<file path="config.mk">
export PLATFORM = sky130hd
export DESIGN_NAME = sha256_stream_padder
export DESIGN_NICKNAME = d
export VERILOG_FILES = /design/src/rtl/sha256_pkg.sv /design/src/rtl/sha256_pad_byte_gen.sv /design/src/rtl/sha256_stream_padder.sv
export SDC_FILE = /design/constraint.sdc
export NUM_CORES = 1
export LEC_CHECK = 0
export ABC_AREA = 1
export BUFFER_PORTS_ARGS = -buffer_cell sky130_fd_sc_hd__buf_4
export CAP_MARGIN = 20
export CORE_ASPECT_RATIO = 0.75
export CORE_MARGIN = 2
export CORE_UTILIZATION = 55
export CTS_CLUSTER_SIZE = 25
export DETAILED_ROUTE_END_ITERATION = 8
export GPL_ROUTABILITY_DRIVEN = 0
export PLACE_DENSITY = 0.83
export SLEW_MARGIN = 10
export SYNTH_ARGS = -nofsm -noshare
export SYNTH_HDL_FRONTEND = slang
export SYNTH_SLANG_ARGS = --single-unit
</file>
<file path="constraint.sdc">
create_clock -name clock -period 3.42 [get_ports clock]
set_clock_uncertainty 0.2 [all_clocks]
set_input_delay 0.171 -clock clock [delete_from_list [all_inputs] [get_ports clock]]
set_output_delay 0.171 -clock clock [all_outputs]
set_load 0.005 [all_outputs]
</file>
<file path="src/rtl/sha256_pkg.sv">
// Shared constants and state type for the SHA-256 stream padder.
package sha256_pkg;

  localparam int         BLOCK_BITS      = 512;
  localparam int         BLOCK_BYTES     = 64;
  localparam int         LEN_FIELD_BYTES = 8;
  localparam logic [7:0] PAD_MARKER      = 8'h80;

  typedef enum logic [1:0] {
    IDLE,
    FILL,
    HOLD,
    DONE
  } pad_state_t;

endpackage

</file>
<file path="src/rtl/sha256_pad_byte_gen.sv">
// Selects one padded byte for a block slot: message byte, 0x80 marker,
// big-endian bit-length field (final block tail) or zero.
module sha256_pad_byte_gen
  import sha256_pkg::*;
#(
  parameter int LEN_W = 10,
  parameter int P_W   = 11
) (
  input  logic [P_W-1:0]   pos_i,
  input  logic [LEN_W-1:0] len_i,
  input  logic [5:0]       slot_i,
  input  logic             last_i,
  input  logic [7:0]       mem_data_i,
  output logic [7:0]       byte_o
);

  logic [P_W-1:0] len_ext;
  logic [63:0]    bit_len;

  assign len_ext = P_W'(len_i);
  assign bit_len = 64'(len_i) << 3;

  always_comb begin
    if (pos_i < len_ext) begin
      byte_o = mem_data_i;
    end else if (pos_i == len_ext) begin
      byte_o = PAD_MARKER;
    end else if (last_i && (slot_i >= 6'(BLOCK_BYTES - LEN_FIELD_BYTES))) begin
      // slot 56 carries the most significant byte of the bit length
      byte_o = 8'(bit_len >> {3'd7 - slot_i[2:0], 3'b000});
    end else begin
      byte_o = 8'h00;
    end
  end

endmodule

</file>
<file path="src/rtl/sha256_stream_padder.sv">
// Multi-block SHA-256 padder: streams the message from SRAM into 512-bit blocks.
// Optional PAD_BLK_INFO_EN adds regop_blk_idx / regop_blk_last outputs.
//
// state | meaning
// IDLE  | waiting for main_go_sig
// FILL  | issuing SRAM reads for 64 slots, writing bytes through a 2-stage pipe
// HOLD  | block valid (regop_pad_rdy), waiting for pad_ack
// DONE  | one-cycle done pulse, then back to IDLE
module sha256_stream_padder
  import sha256_pkg::*;
#(
  parameter int MAX_MESSAGE_LENGTH = 1023,
  parameter int SYMBOL_WIDTH       = 8,
  parameter int LEN_W              = $clog2(MAX_MESSAGE_LENGTH + 1),
  parameter int ADDR_W             = $clog2(MAX_MESSAGE_LENGTH),
  parameter int BLK_W              = $clog2((MAX_MESSAGE_LENGTH + 8) / 64 + 2)
) (
  input  logic                    clock,
  input  logic                    reset,
  input  logic                    main_go_sig,
  input  logic [LEN_W-1:0]        msg_len,
  input  logic [SYMBOL_WIDTH-1:0] msg_mem_data,
  input  logic                    pad_ack,
  output logic                    regop_msg_mem_en,
  output logic [ADDR_W-1:0]       regop_msg_mem_addr,
  output logic [BLOCK_BITS-1:0]   regop_pad_reg,
  output logic                    regop_pad_rdy,
  output logic                    regop_busy,
  output logic                    regop_done,
  output logic                    regop_len_err
`ifdef PAD_BLK_INFO_EN
  ,
  output logic [BLK_W-1:0]        regop_blk_idx,
  output logic                    regop_blk_last
`endif
);

  localparam int P_W = BLK_W + 6;

  pad_state_t            state_q;
  logic [LEN_W-1:0]      len_q;
  logic [BLK_W-1:0]      blk_q, last_blk_q;
  logic [5:0]            slot_q, slot2_q, slot3_q;
  logic                  issue_q, vld2_q, vld3_q;
  logic [7:0]            byte3_q;
  logic                  en_q;
  logic [ADDR_W-1:0]     addr_q;
  logic [BLOCK_BITS-1:0] pad_q;
  logic                  rdy_q, busy_q, done_q, len_err_q;

  logic [LEN_W:0]        len_pad_d;
  logic [BLK_W-1:0]      last_blk_d;
  logic [BLK_W-1:0]      blk_inc_d;
  logic [P_W-1:0]        pos_next_slot_d, pos_next_blk_d, pos2_d;
  logic [7:0]            byte_d;
  logic                  len_over_d;

  assign len_pad_d       = {1'b0, msg_len} + (LEN_W + 1)'(LEN_FIELD_BYTES);
  assign last_blk_d      = BLK_W'(len_pad_d >> $clog2(BLOCK_BYTES));
  assign len_over_d      = {1'b0, msg_len} > (LEN_W + 1)'(MAX_MESSAGE_LENGTH);
  assign blk_inc_d       = blk_q + BLK_W'(1);
  assign pos_next_slot_d = {blk_q, slot_q + 6'd1};
  assign pos_next_blk_d  = {blk_inc_d, 6'd0};
  assign pos2_d          = {blk_q, slot2_q};

  // slot2 is the slot whose SRAM data is on msg_mem_data this cycle
  sha256_pad_byte_gen #(
    .LEN_W(LEN_W),
    .P_W  (P_W)
  ) u_byte_gen (
    .pos_i     (pos2_d),
    .len_i     (len_q),
    .slot_i    (slot2_q),
    .last_i    (blk_q == last_blk_q),
    .mem_data_i(msg_mem_data),
    .byte_o    (byte_d)
  );

  always_ff @(posedge clock or negedge reset) begin
    if (!reset) begin
      state_q    <= IDLE;
      len_q      <= '0;
      blk_q      <= '0;
      last_blk_q <= '0;
      slot_q     <= '0;
      slot2_q    <= '0;
      slot3_q    <= '0;
      issue_q    <= 1'b0;
      vld2_q     <= 1'b0;
      vld3_q     <= 1'b0;
      byte3_q    <= '0;
      en_q       <= 1'b0;
      addr_q     <= '0;
      pad_q      <= '0;
      rdy_q      <= 1'b0;
      busy_q     <= 1'b0;
      done_q     <= 1'b0;
      len_err_q  <= 1'b0;
    end else begin
      done_q  <= 1'b0;
      vld2_q  <= issue_q;
      slot2_q <= slot_q;
      vld3_q  <= vld2_q;
      slot3_q <= slot2_q;
      byte3_q <= byte_d;
      if (vld3_q) begin
        pad_q[{~slot3_q, 3'b111} -: 8] <= byte3_q;
      end

      case (state_q)
        IDLE: begin
          if (main_go_sig) begin
            if (len_over_d) begin
              len_err_q <= 1'b1;
            end else begin
              len_err_q  <= 1'b0;
              len_q      <= msg_len;
              last_blk_q <= last_blk_d;
              blk_q      <= '0;
              slot_q     <= '0;
              issue_q    <= 1'b1;
              en_q       <= (msg_len != '0);
              addr_q     <= '0;
              pad_q      <= '0;
              busy_q     <= 1'b1;
              state_q    <= FILL;
            end
          end
        end

        FILL: begin
          if (issue_q) begin
            if (slot_q == 6'd63) begin
              issue_q <= 1'b0;
              en_q    <= 1'b0;
            end else begin
              slot_q <= slot_q + 6'd1;
              en_q   <= (pos_next_slot_d < P_W'(len_q));
              addr_q <= ADDR_W'(pos_next_slot_d);
            end
          end
          if (vld3_q && (slot3_q == 6'd63)) begin
            rdy_q   <= 1'b1;
            state_q <= HOLD;
          end
        end

        HOLD: begin
          if (pad_ack) begin
            rdy_q <= 1'b0;
            if (blk_q != last_blk_q) begin
              blk_q   <= blk_inc_d;
              slot_q  <= '0;
              issue_q <= 1'b1;
              en_q    <= (pos_next_blk_d < P_W'(len_q));
              addr_q  <= ADDR_W'(pos_next_blk_d);
              pad_q   <= '0;
              state_q <= FILL;
            end else begin
              done_q  <= 1'b1;
              state_q <= DONE;
            end
          end
        end

        DONE: begin
          busy_q  <= 1'b0;
          state_q <= IDLE;
        end

        default: state_q <= IDLE;
      endcase
    end
  end

  assign regop_msg_mem_en   = en_q;
  assign regop_msg_mem_addr = addr_q;
  assign regop_pad_reg      = pad_q;
  assign regop_pad_rdy      = rdy_q;
  assign regop_busy         = busy_q;
  assign regop_done         = done_q;
  assign regop_len_err      = len_err_q;

`ifdef PAD_BLK_INFO_EN
  assign regop_blk_idx  = blk_q;
  assign regop_blk_last = rdy_q && (blk_q == last_blk_q);
`endif

endmodule

</file>
# Word-level counts from Yosys, hierarchy flattened
# Cells that the tools add are included.
dict set report word_totals {
  register_bits 577
  inputBits 22
  word_cells 109
}
dict set report classes {
  addsub 5
  n_lt_le_gt_ge 4
  n_eq_ne 14
  n_shift 3
  n_mux 49
  bitwise 1
  n_reduce_logical 16
}
# op count
set op_table {}
lappend op_table {{$mux 512} 4}
lappend op_table {{$pmux 512 s2} 1}
lappend op_table {{$shift 8x11->519 const A} 1}
lappend op_table {{$shiftx 8x11->519} 1}
lappend op_table {{$bwmux 512} 1}
lappend op_table {{$mux 10} 5}
lappend op_table {{$lt 11x10->1} 3}
lappend op_table {{$mux 6} 5}
lappend op_table {{$pmux 10 s3} 1}
lappend op_table {{$mux 8} 3}
lappend op_table {{$pmux 6 s3} 1}
lappend op_table {{$mux 1} 15}
lappend op_table {{$mux 5} 3}
lappend op_table {{$shr 13x6->8} 1}
lappend op_table {{$eq 6x6->1 const B} 2}
lappend op_table {{$ne 2x2->1 const B} 6}
lappend op_table {{$add 10x4->11 const B} 1}
lappend op_table {{$eq 11x10->1} 1}
lappend op_table {{$neg 9->11} 1}
lappend op_table {{$pmux 5 s2} 1}
lappend op_table {{$reduce_bool 10->1} 1}
lappend op_table {{$mux 2} 4}
lappend op_table {{$pmux 2 s4} 1}
lappend op_table {{$reduce_and 4->1} 2}
lappend op_table {{19 further kinds} 27}

# Depth between registers and ports, before layout
# Gate-level depths: netlist of the first run.
dict set report logic_depth {
  word_depth 8
  depth_mapped 15
  ltp_nobuf 15
}

# By module
# From an unflattened synthesis of the first run, not the netlist that was laid out.
dict set report hier_totals {
  cells_unflattened 3267
  hier_area_um2 27181.1
}
# module n_inst cells_per_inst area_each_um2 seq_area_each_um2
set modules_own_cells {}
lappend modules_own_cells {sha256_stream_padder 1 3151 26559.2 14438.8}
lappend modules_own_cells {sha256_pad_byte_gen 1 116 621.8 0.0}

# Worst setup path before layout of the first run
# OpenSTA, ideal clock, no wires.
dict set report synth_path {
  path_type {register -> register}
  startpoint {reg state_q[0]}
  endpoint {reg addr_q[5], in the netlist regop_msg_mem_addr[5]}
  arrival_time_ns 1.865
  required_time_ns 3.088
  setup_slack_ns 1.223
  path_stages_with_launch 13
  path_buffers 2
  synth_period_minus_slack_ns 2.197
  path_cell_list {dfrtp_1 > inv_1 > ha_1 > clkbuf_1 > nand2_1 > nand2_1 > inv_1 > o21ai_0 > nor2_1 > nand3_1 > clkbuf_1 > nand2_1 > o21ai_0}
}
dict set report synth_between {
  elab_chain_cells 3
  word_cells_on_any_way 11
}
# element line
set synth_lines {}
lappend synth_lines {{start, declared} sha256_stream_padder.sv:40} ;# pad_state_t state_q;
lappend synth_lines {{start signal, assigned} sha256_stream_padder.sv:81} ;# state_q <= IDLE;
lappend synth_lines {{start signal, assigned} sha256_stream_padder.sv:126} ;# state_q <= FILL;
lappend synth_lines {{start signal, assigned} sha256_stream_padder.sv:144} ;# state_q <= HOLD;
lappend synth_lines {{$eq 2x1->1 (tied with other cells)} sha256_stream_padder.sv:110} ;# case (state_q)
lappend synth_lines {{$ne 2x2->1 (no source line) or $reduce_bool 3->1 (tied branches)} --}
lappend synth_lines {{$reduce_and 6->1 (no source line)} --}
lappend synth_lines {{end signal, assigned} sha256_stream_padder.sv:139} ;# addr_q <= ADDR_W'(pos_next_slot_d);
lappend synth_lines {{end signal, assigned} sha256_stream_padder.sv:156} ;# addr_q <= ADDR_W'(pos_next_blk_d);
lappend synth_lines {{end, declared} sha256_stream_padder.sv:47} ;# logic [ADDR_W-1:0] addr_q;
# Parallel ways exist; a longest one is shown, timed or not.
# A chain may end at the register's enable or synchronous reset.

# Final worst setup path of the first run
dict set report layout_path {
  startpoint {reg slot3_q[0]}
  endpoint {reg pad_q[356], in the netlist regop_pad_reg[356]}
}
dict set report layout_between {
  elab_chain_cells 8
  word_cells_on_any_way 10
}
# element line
set layout_lines {}
lappend layout_lines {{start, declared} sha256_stream_padder.sv:43} ;# logic [5:0] slot_q, slot2_q, slot3_q;
lappend layout_lines {{start signal, assigned} sha256_stream_padder.sv:104} ;# slot3_q <= slot2_q;
lappend layout_lines {{$not 6->6 *} sha256_stream_padder.sv:107} ;# pad_q[{~slot3_q, 3'b111} -: 8] <= byte3_q;
lappend layout_lines {{$neg 9->11 *} sha256_stream_padder.sv:107}
lappend layout_lines {{$shiftx 8x11->519 or $shift 8x11->519 (tied branches)} sha256_stream_padder.sv:107}
lappend layout_lines {{$bwmux 512 *} sha256_stream_padder.sv:107}
lappend layout_lines {{$mux 512 *} sha256_stream_padder.sv:106} ;# if (vld3_q) begin
lappend layout_lines {{$mux 512} sha256_stream_padder.sv:151} ;# if (blk_q != last_blk_q) begin
lappend layout_lines {{$mux 512} sha256_stream_padder.sv:149} ;# if (pad_ack) begin
lappend layout_lines {{$pmux 512 s2 *} sha256_stream_padder.sv:110}
lappend layout_lines {{end signal, assigned by index} sha256_stream_padder.sv:107}
lappend layout_lines {{end, declared} sha256_stream_padder.sv:48} ;# logic [BLOCK_BITS-1:0] pad_q;
# Every way passes the cells marked *; elsewhere a longest branch is shown, timed or not.

==> results of run 1 <==
==> Yosys cell counts, types with 2 or more instances <==
master	count	area [um^2]
sky130_fd_sc_hd__a21oi_1	73	365
sky130_fd_sc_hd__buf_1	6	22.5
sky130_fd_sc_hd__buf_2	59	295
sky130_fd_sc_hd__buf_4	12	90.1
sky130_fd_sc_hd__clkbuf_1	109	409
sky130_fd_sc_hd__clkbuf_2	2	10.0
sky130_fd_sc_hd__clkinv_1	2	7.51
sky130_fd_sc_hd__dfrtp_1	577	14400
sky130_fd_sc_hd__ha_1	26	325
sky130_fd_sc_hd__inv_1	746	2800
sky130_fd_sc_hd__inv_2	6	22.5
sky130_fd_sc_hd__mux2_2	65	732
sky130_fd_sc_hd__mux2i_1	139	1390
sky130_fd_sc_hd__nand2_1	865	3250
sky130_fd_sc_hd__nand3_1	106	531
sky130_fd_sc_hd__nand4_1	36	225
sky130_fd_sc_hd__nor2_1	114	428
sky130_fd_sc_hd__nor2_2	5	31.3
sky130_fd_sc_hd__nor3_1	7	35.0
sky130_fd_sc_hd__nor4_1	2	12.5
sky130_fd_sc_hd__o21ai_0	247	1240
sky130_fd_sc_hd__o21ai_1	17	85.1
sky130_fd_sc_hd__or2_2	9	56.3
sky130_fd_sc_hd__xor2_1	3	26.3
==> cell type report <==
class / instances / area (um^2)
tap: 648 / 811
multi-input combinational: 1726 / 8850
sequential: 577 / 14400
timing repair buffer: 639 / 5000
inverter: 754 / 2830
clock buffer: 79 / 1630
clock inverter: 18 / 307
fill: 3626 / 14700
==> repair_timing <==
action | 4_1_cts | 5_1_grt
buffers inserted | 0 | 0
hold buffers | 23 | 0
endpoints found under the hold margin | 376 | 0
==> through the flow <==
step	util	area, um^2	cells	setup WS, ps	hold slack [ps]
final	0.698	33900	4441	287	-5.51
after global routing	0.698	33900	4441	138	37.3
after CTS	0.698	33900	4441	345	20.8
after detailed placement	0.653	31700	4321	452	56.3
after global placement	0.653	31700	4321	486	67.2
after floorplan	-	26900	3245	1220	-325
==> layer usage <==
layer | routed length [um] | vias to the layer above
met5 | 0 | -
met4 | 5100 | 0
met3 | 7560 | 250
met2 | 39300 | 1188
met1 | 35800 | 11209
li1 | - | 10731
==> layout by cell type, fill, tap and decap left out, types with 3 or more instances in the layout <==
master                          Yosys  final
sky130_fd_sc_hd__nand2_1          865    865
sky130_fd_sc_hd__inv_1            746    739
sky130_fd_sc_hd__buf_4             12    604
sky130_fd_sc_hd__dfrtp_1          577    577
sky130_fd_sc_hd__o21ai_0          247    247
sky130_fd_sc_hd__mux2i_1          139    139
sky130_fd_sc_hd__nor2_1           114    114
sky130_fd_sc_hd__nand3_1          106    106
sky130_fd_sc_hd__a21oi_1           73     73
sky130_fd_sc_hd__mux2_2            65     65
sky130_fd_sc_hd__clkbuf_16          0     57
sky130_fd_sc_hd__nand4_1           36     36
sky130_fd_sc_hd__ha_1              26     26
sky130_fd_sc_hd__dlygate4sd3_1      0     23
sky130_fd_sc_hd__o21ai_1           17     17
sky130_fd_sc_hd__inv_2              6     13
sky130_fd_sc_hd__clkbuf_8           0     12
sky130_fd_sc_hd__buf_12             0     11
sky130_fd_sc_hd__clkbuf_1         109     10
sky130_fd_sc_hd__or2_2              9      9
sky130_fd_sc_hd__bufinv_16          0      8
sky130_fd_sc_hd__nor3_1             7      7
sky130_fd_sc_hd__clkinv_2           0      5
sky130_fd_sc_hd__nor2_2             5      4
sky130_fd_sc_hd__xor2_1             3      3
==> power by group through the flow <==
| stage | sequential (mW) | combinational, mW | clock [mW] |
|---|---|---|---|
| 2_1_floorplan | 7.46 | 3.08 | 0 |
| 3_3_place_gp | 7.52 | 4.72 | 0 |
| 3_5_place_dp | 7.53 | 4.78 | 0 |
| 4_1_cts | 7.41 | 4.82 | 6.64 |
| 5_1_grt | 7.45 | 5.32 | 6.91 |
| 6_report | 7.42 | 4.89 | 6.58 |
==> cells by family after synthesis <==
| kind of cell | Yosys count | synth area share |
|---|---|---|
| xor gates and xnor gates | 4 | 0.00130 |
| DFF | 577 | 0.536 |
| AOI/OAI and AO/OA | 344 | 0.0645 |
| muxes | 204 | 0.0789 |
| adders and majority gates | 26 | 0.0121 |
| buffers and inverters | 942 | 0.136 |
| and+or+nand+nor | 1147 | 0.171 |
| other | 1 | 0.000139 |
==> final timing paths <==
check | start | endpoint | depth (start not counted)
max in group asynchronous | reset | regop_msg_mem_addr[6] | 3
max | slot3_q[0] | regop_pad_reg[356] | 6
min in group clock | msg_len[1] | len_q[1] | 4
max reg2reg | slot3_q[0] | regop_pad_reg[356] | 6
min reg2reg | vld2_q | vld3_q | 0
min | reset | regop_pad_reg[310] | 2
==> results.md, run 1 <==
### Pwr
* 0.393 — sequential share of power
* 0.348 — portion of total power attributed to the clock network
* 6.62 mW — Psw
* 635 uV — worst IR drop on VDD
* 12.3 mW — cell internal pwr
* 0.350 — Net Sw Frac
* 558 nW/um^2 — cell area power density
* 18.9 mW — Final Power
* 23.0 nW — leakage power total
* 0.259 — Comb pwr share

### Setup path
* sky130_fd_sc_hd__nand2_1 — cell mode on critical path
* nand2_1, nor3_1, nand3_1, o21ai_0, nand2_1, inv_1 — CP Cell Sequence
* flip-flop — critical path startpoint category
* 840 ps — peak per-stage delay on the critical path
* 3760 ps — WP data required
* flip-flop — crit path capture type
* 13 — highest fanout seen on the critical path
* 1 — worst path bufs/invs
* simple AND/OR/NAND/NOR gates — gate family responsible for the most delay along the worst path
* 3470 ps — endpoint arrival time on the critical path
* sky130_fd_sc_hd__nand3_1 — slowest CP cell
* 290 ps — Register-to-Register Setup Slack
* flip-flop to flip-flop — WS Path Type

### Run status
* finished, violations left — status
* negative hold slack — failing checks

### Detailed routing
* 6 — Initial DRT Pass Iterations
* 23378 — routed vias
* 5.26 — average via count per standard cell
* 87700 um — Post-Route WL
* 0 — post-route DRC violation count
* 19.8 um — wire length per cell
* 0 — antenna-violating nets left
* 2652 — starting DRC count in detailed routing

### Clock tree
* 600 ps — insertion delay to the later sink of the worst-skew pair
* sky130_fd_sc_hd__clkbuf_16 — cell chosen for the clock root
* 3 — clk buf depth
* 0 — number of cells upsized or downsized after cts
* 2 — CTS H-tree lvls
* 70 ps — clock-pin slew on the worst setup and hold paths
* built — TritonCTS clock tree
* 55 — number of buffers added by the clock tree synthesis step
* 577 — count of clock tree sinks

### Logic synthesis
* 577 — post-synthesis register bit count
* 36 — number of distinct library cell variants in the gate-level netlist after synthesis
* 0.536 — share of synthesized area occupied by flip-flops and latches
* 0 — count of flip-flops with a built-in enable after synthesis
* 0 — Yosys Warn Count
* 3245 — synthesized instance count
* 1.00 — Synth async-reset ratio
* 26900 um^2 — summed instance area of the synthesized netlist
* 3293 — synthesized net count
* 8.30 um^2 — mean post-synth cell area
* sky130_fd_sc_hd__dfrtp_1 — Primary FF master, synth

### Timing
* 0.269 — Max-Slew Margin vs Limit
* 2 — final hold vios
* 0.916 — final clock period utilization by the worst path
* 1100 ps — slew at the pin closest to its max-slew limit
* false — setup repair after global routing missed its margin
* 0 ps — setup TNS
* 0 — total count of max-transition violations in the final report
* -5.51 ps — final worst hold slack
* 319 MHz — upper clock frequency limit
* 3130 ps — final critical path time including I/O delays and setup
* 0 — # setup viols final

### Global routing
* 0.528 — met2 capacity usage during global routing
* 0.343 — global-route usage over all layers
* 0 — number of antenna violations at the first check in global routing
* 0 — total grt overflow
* 87 — pin count of the biggest net entering global routing
* 0.467 — met1 Use GR
* 22662 — number of global-route vias before repair
* 0.0665 — global-route met3 utilization
* met2 — GR peak layer
* 133000 um — first-pass GRT wire length

### Cells and area
* 3801 — fin nets
* 0.210 — share of cells above drive strength 1
* 0 — antenna cell count
* 25.8% — layout overhead on the synthesized area
* 512 — max FFs per register

### Run
* 0 — number of violations of the max-capacitance limit

### Floorplanning
* 549 — ports placed on the boundary
* 259 um — floorplan die width
* 50800 um^2 — overall die area
* 196 um — height of the chip
* 70 — num rows
* 0.555 — starting density of the core
* 48500 um^2 — area of the placeable core

### Placed design
* 58200 um — DPL Wire Length
* 547 — number of port buffers

### Worst hold path
* input pin to async pin — path category of the worst min-delay check

Note: power is estimated with default switching activity, not from simulation.
==> run 2: changes to the inputs <==
CORE_UTILIZATION = 50   (was 55)
PLACE_DENSITY = 0.77   (was 0.83)
==> results.md, run 2 (synthesis results as in run 1) <==
### Run status
* complete, no violations — status

### Setup path
* sky130_fd_sc_hd__nand3_1 — slowest CP cell
* 9 — count of cells along the worst register-to-register path
* simple AND/OR/NAND/NOR gates — gate family responsible for the most delay along the worst path
* flip-flop — critical path startpoint category
* inv_1, ha_1, nand2_1, nand2_1, inv_1, o21ai_0, nor2_1, nand3_1, o21ai_0 — CP Cell Sequence
* 3720 ps — WP data required
* flip-flop to flip-flop — WS Path Type
* 490 ps — Register-to-Register Setup Slack
* 9 — Crit path depth
* regop_msg_mem_addr[6] — reg-to-reg endpoint
* 2 — worst path bufs/invs
* 26 — highest fanout seen on the critical path
* flip-flop — crit path capture type
* state_q[0] — worst reg2reg startpoint
* 670 ps — peak per-stage delay on the critical path
* 3230 ps — endpoint arrival time on the critical path

### Detailed routing
* 87000 um — Post-Route WL
* 22892 — routed vias
* 0 — post-route DRC violation count
* 19.2 um — wire length per cell
* 2247 — starting DRC count in detailed routing
* 0 — antenna-violating nets left
* 6 — Initial DRT Pass Iterations
* 5.06 — average via count per standard cell

### Clock tree
* sky130_fd_sc_hd__clkbuf_16 — cell chosen for the clock root
* 0 — number of setup buffers added after CTS
* built — TritonCTS clock tree
* 577 — count of clock tree sinks
* 0 — number of cells upsized or downsized after cts
* 70 ps — clock-pin slew on the worst setup and hold paths
* 55 — number of buffers added by the clock tree synthesis step
* 610 ps — insertion delay to the later sink of the worst-skew pair
* 2 — CTS H-tree lvls
* 3 — clk buf depth
* 23 — Hold-fix buffers, CTS

### Pwr
* 11.8 mW — cell internal pwr
* 23.0 nW — leakage power total
* 0.265 — Comb pwr share
* 0.404 — sequential share of power
* 18.4 mW — Final Power
* 0.331 — portion of total power attributed to the clock network
* 6.65 mW — Psw
* 544 nW/um^2 — cell area power density
* 0.361 — Net Sw Frac
* 528 uV — worst IR drop on VDD

### Timing
* 0.858 — final clock period utilization by the worst path
* 12.1 ps — final worst hold slack
* 0 — final hold vios
* 341 MHz — upper clock frequency limit
* 0 — # setup viols final
* 0.278 — Max-Slew Margin vs Limit
* 2930 ps — final critical path time including I/O delays and setup
* 1080 ps — slew at the pin closest to its max-slew limit
* 0 — total count of max-transition violations in the final report
* false — setup repair after global routing missed its margin
* 0 ps — setup TNS

### Cells and area
* 512 — max FFs per register
* 0.639 — Core Util, Final
* sky130_fd_sc_hd__nand2_1 — commonest non-fill, non-tap cell in the layout
* 3814 — fin nets
* 0.211 — share of cells above drive strength 1
* 25.9% — layout overhead on the synthesized area
* sky130_fd_sc_hd__nand2_1, sky130_fd_sc_hd__inv_1, sky130_fd_sc_hd__buf_4 — most used cells in the layout excluding fill and tap cells
* 0 — antenna cell count

### Global routing
* 131000 um — first-pass GRT wire length
* 0 — total grt overflow
* 21585 — number of global-route vias before repair
* 1 — number of antenna violations at the first check in global routing
* 0.309 — global-route usage over all layers
* 86 — pin count of the biggest net entering global routing

### Floorplanning
* 55700 um^2 — overall die area
* 272 um — floorplan die width
* 549 — ports placed on the boundary
* 205 um — height of the chip
* 73 — num rows
* 0.507 — starting density of the core
* 53100 um^2 — area of the placeable core

### Placed design
* 547 — number of port buffers
* 58900 um — DPL Wire Length

### Run
* 0 — number of violations of the max-capacitance limit

### Worst hold path
* input pin to async pin — path category of the worst min-delay check

run 2: cell types whose count changed in the layout (fill, tap and decap cells not counted), sizes merged:
cell,previous run,this run
buf,616,629
clkbuf,79,93
bufinv,8,1
clkinv,9,7
run 2: power groups by stage:
stage / combinational, mW / clock [mW] / sequential (mW)
global route: 5.32 / 6.46 / 7.47
global placement: 4.72 / 0 / 7.55
CTS: 4.82 / 6.17 / 7.44
floorplan: 3.08 / 0 / 7.46
detailed placement: 4.77 / 0 / 7.56
finish: 4.89 / 6.10 / 7.45
run 2: worst max-delay path by stage:
stage / startpoint / end / slack [ps]
after global placement: state_q[0] / regop_msg_mem_addr[0] / 640
after CTS: state_q[0] / regop_msg_mem_addr[6] / 510
final: state_q[0] / regop_msg_mem_addr[6] / 490
after detailed placement: state_q[0] / regop_msg_mem_addr[1] / 580
after floorplan: state_q[0] / regop_msg_mem_addr[5] / 1220
after global routing: state_q[0] / regop_msg_mem_addr[7] / 120
run 2: final cells by class:
type / count / area, um^2
Tap cell: 712 / 891
Clock inverter: 9 / 78.8
Clock buffer: 93 / 1690
Fill cell: 4377 / 19200
Sequential cell: 577 / 14400
Inverter: 754 / 2830
Multi-Input combinational cell: 1726 / 8850
Timing Repair Buffer: 652 / 5120
run 2: routing by layer:
| layer | part of all wire | GRT usage | vias to the layer above |
|---|---|---|---|
| met4 | 0.033 | 0.106 | 0 |
| met3 | 0.087 | 0.0689 | 171 |
| li1 | - | - | 10741 |
| met1 | 0.42 | 0.424 | 10970 |
| met2 | 0.46 | 0.486 | 1010 |
| met5 | 0 | 0 | - |
run 2: through the flow:
stage	cells	area (um^2)	worst slack, ps
final	4523	33900	485
after floorplan	3245	26900	1220
after detailed placement	4397	31900	580
after CTS	4522	33900	514
after global routing	4523	33900	124
after global placement	4397	31900	640
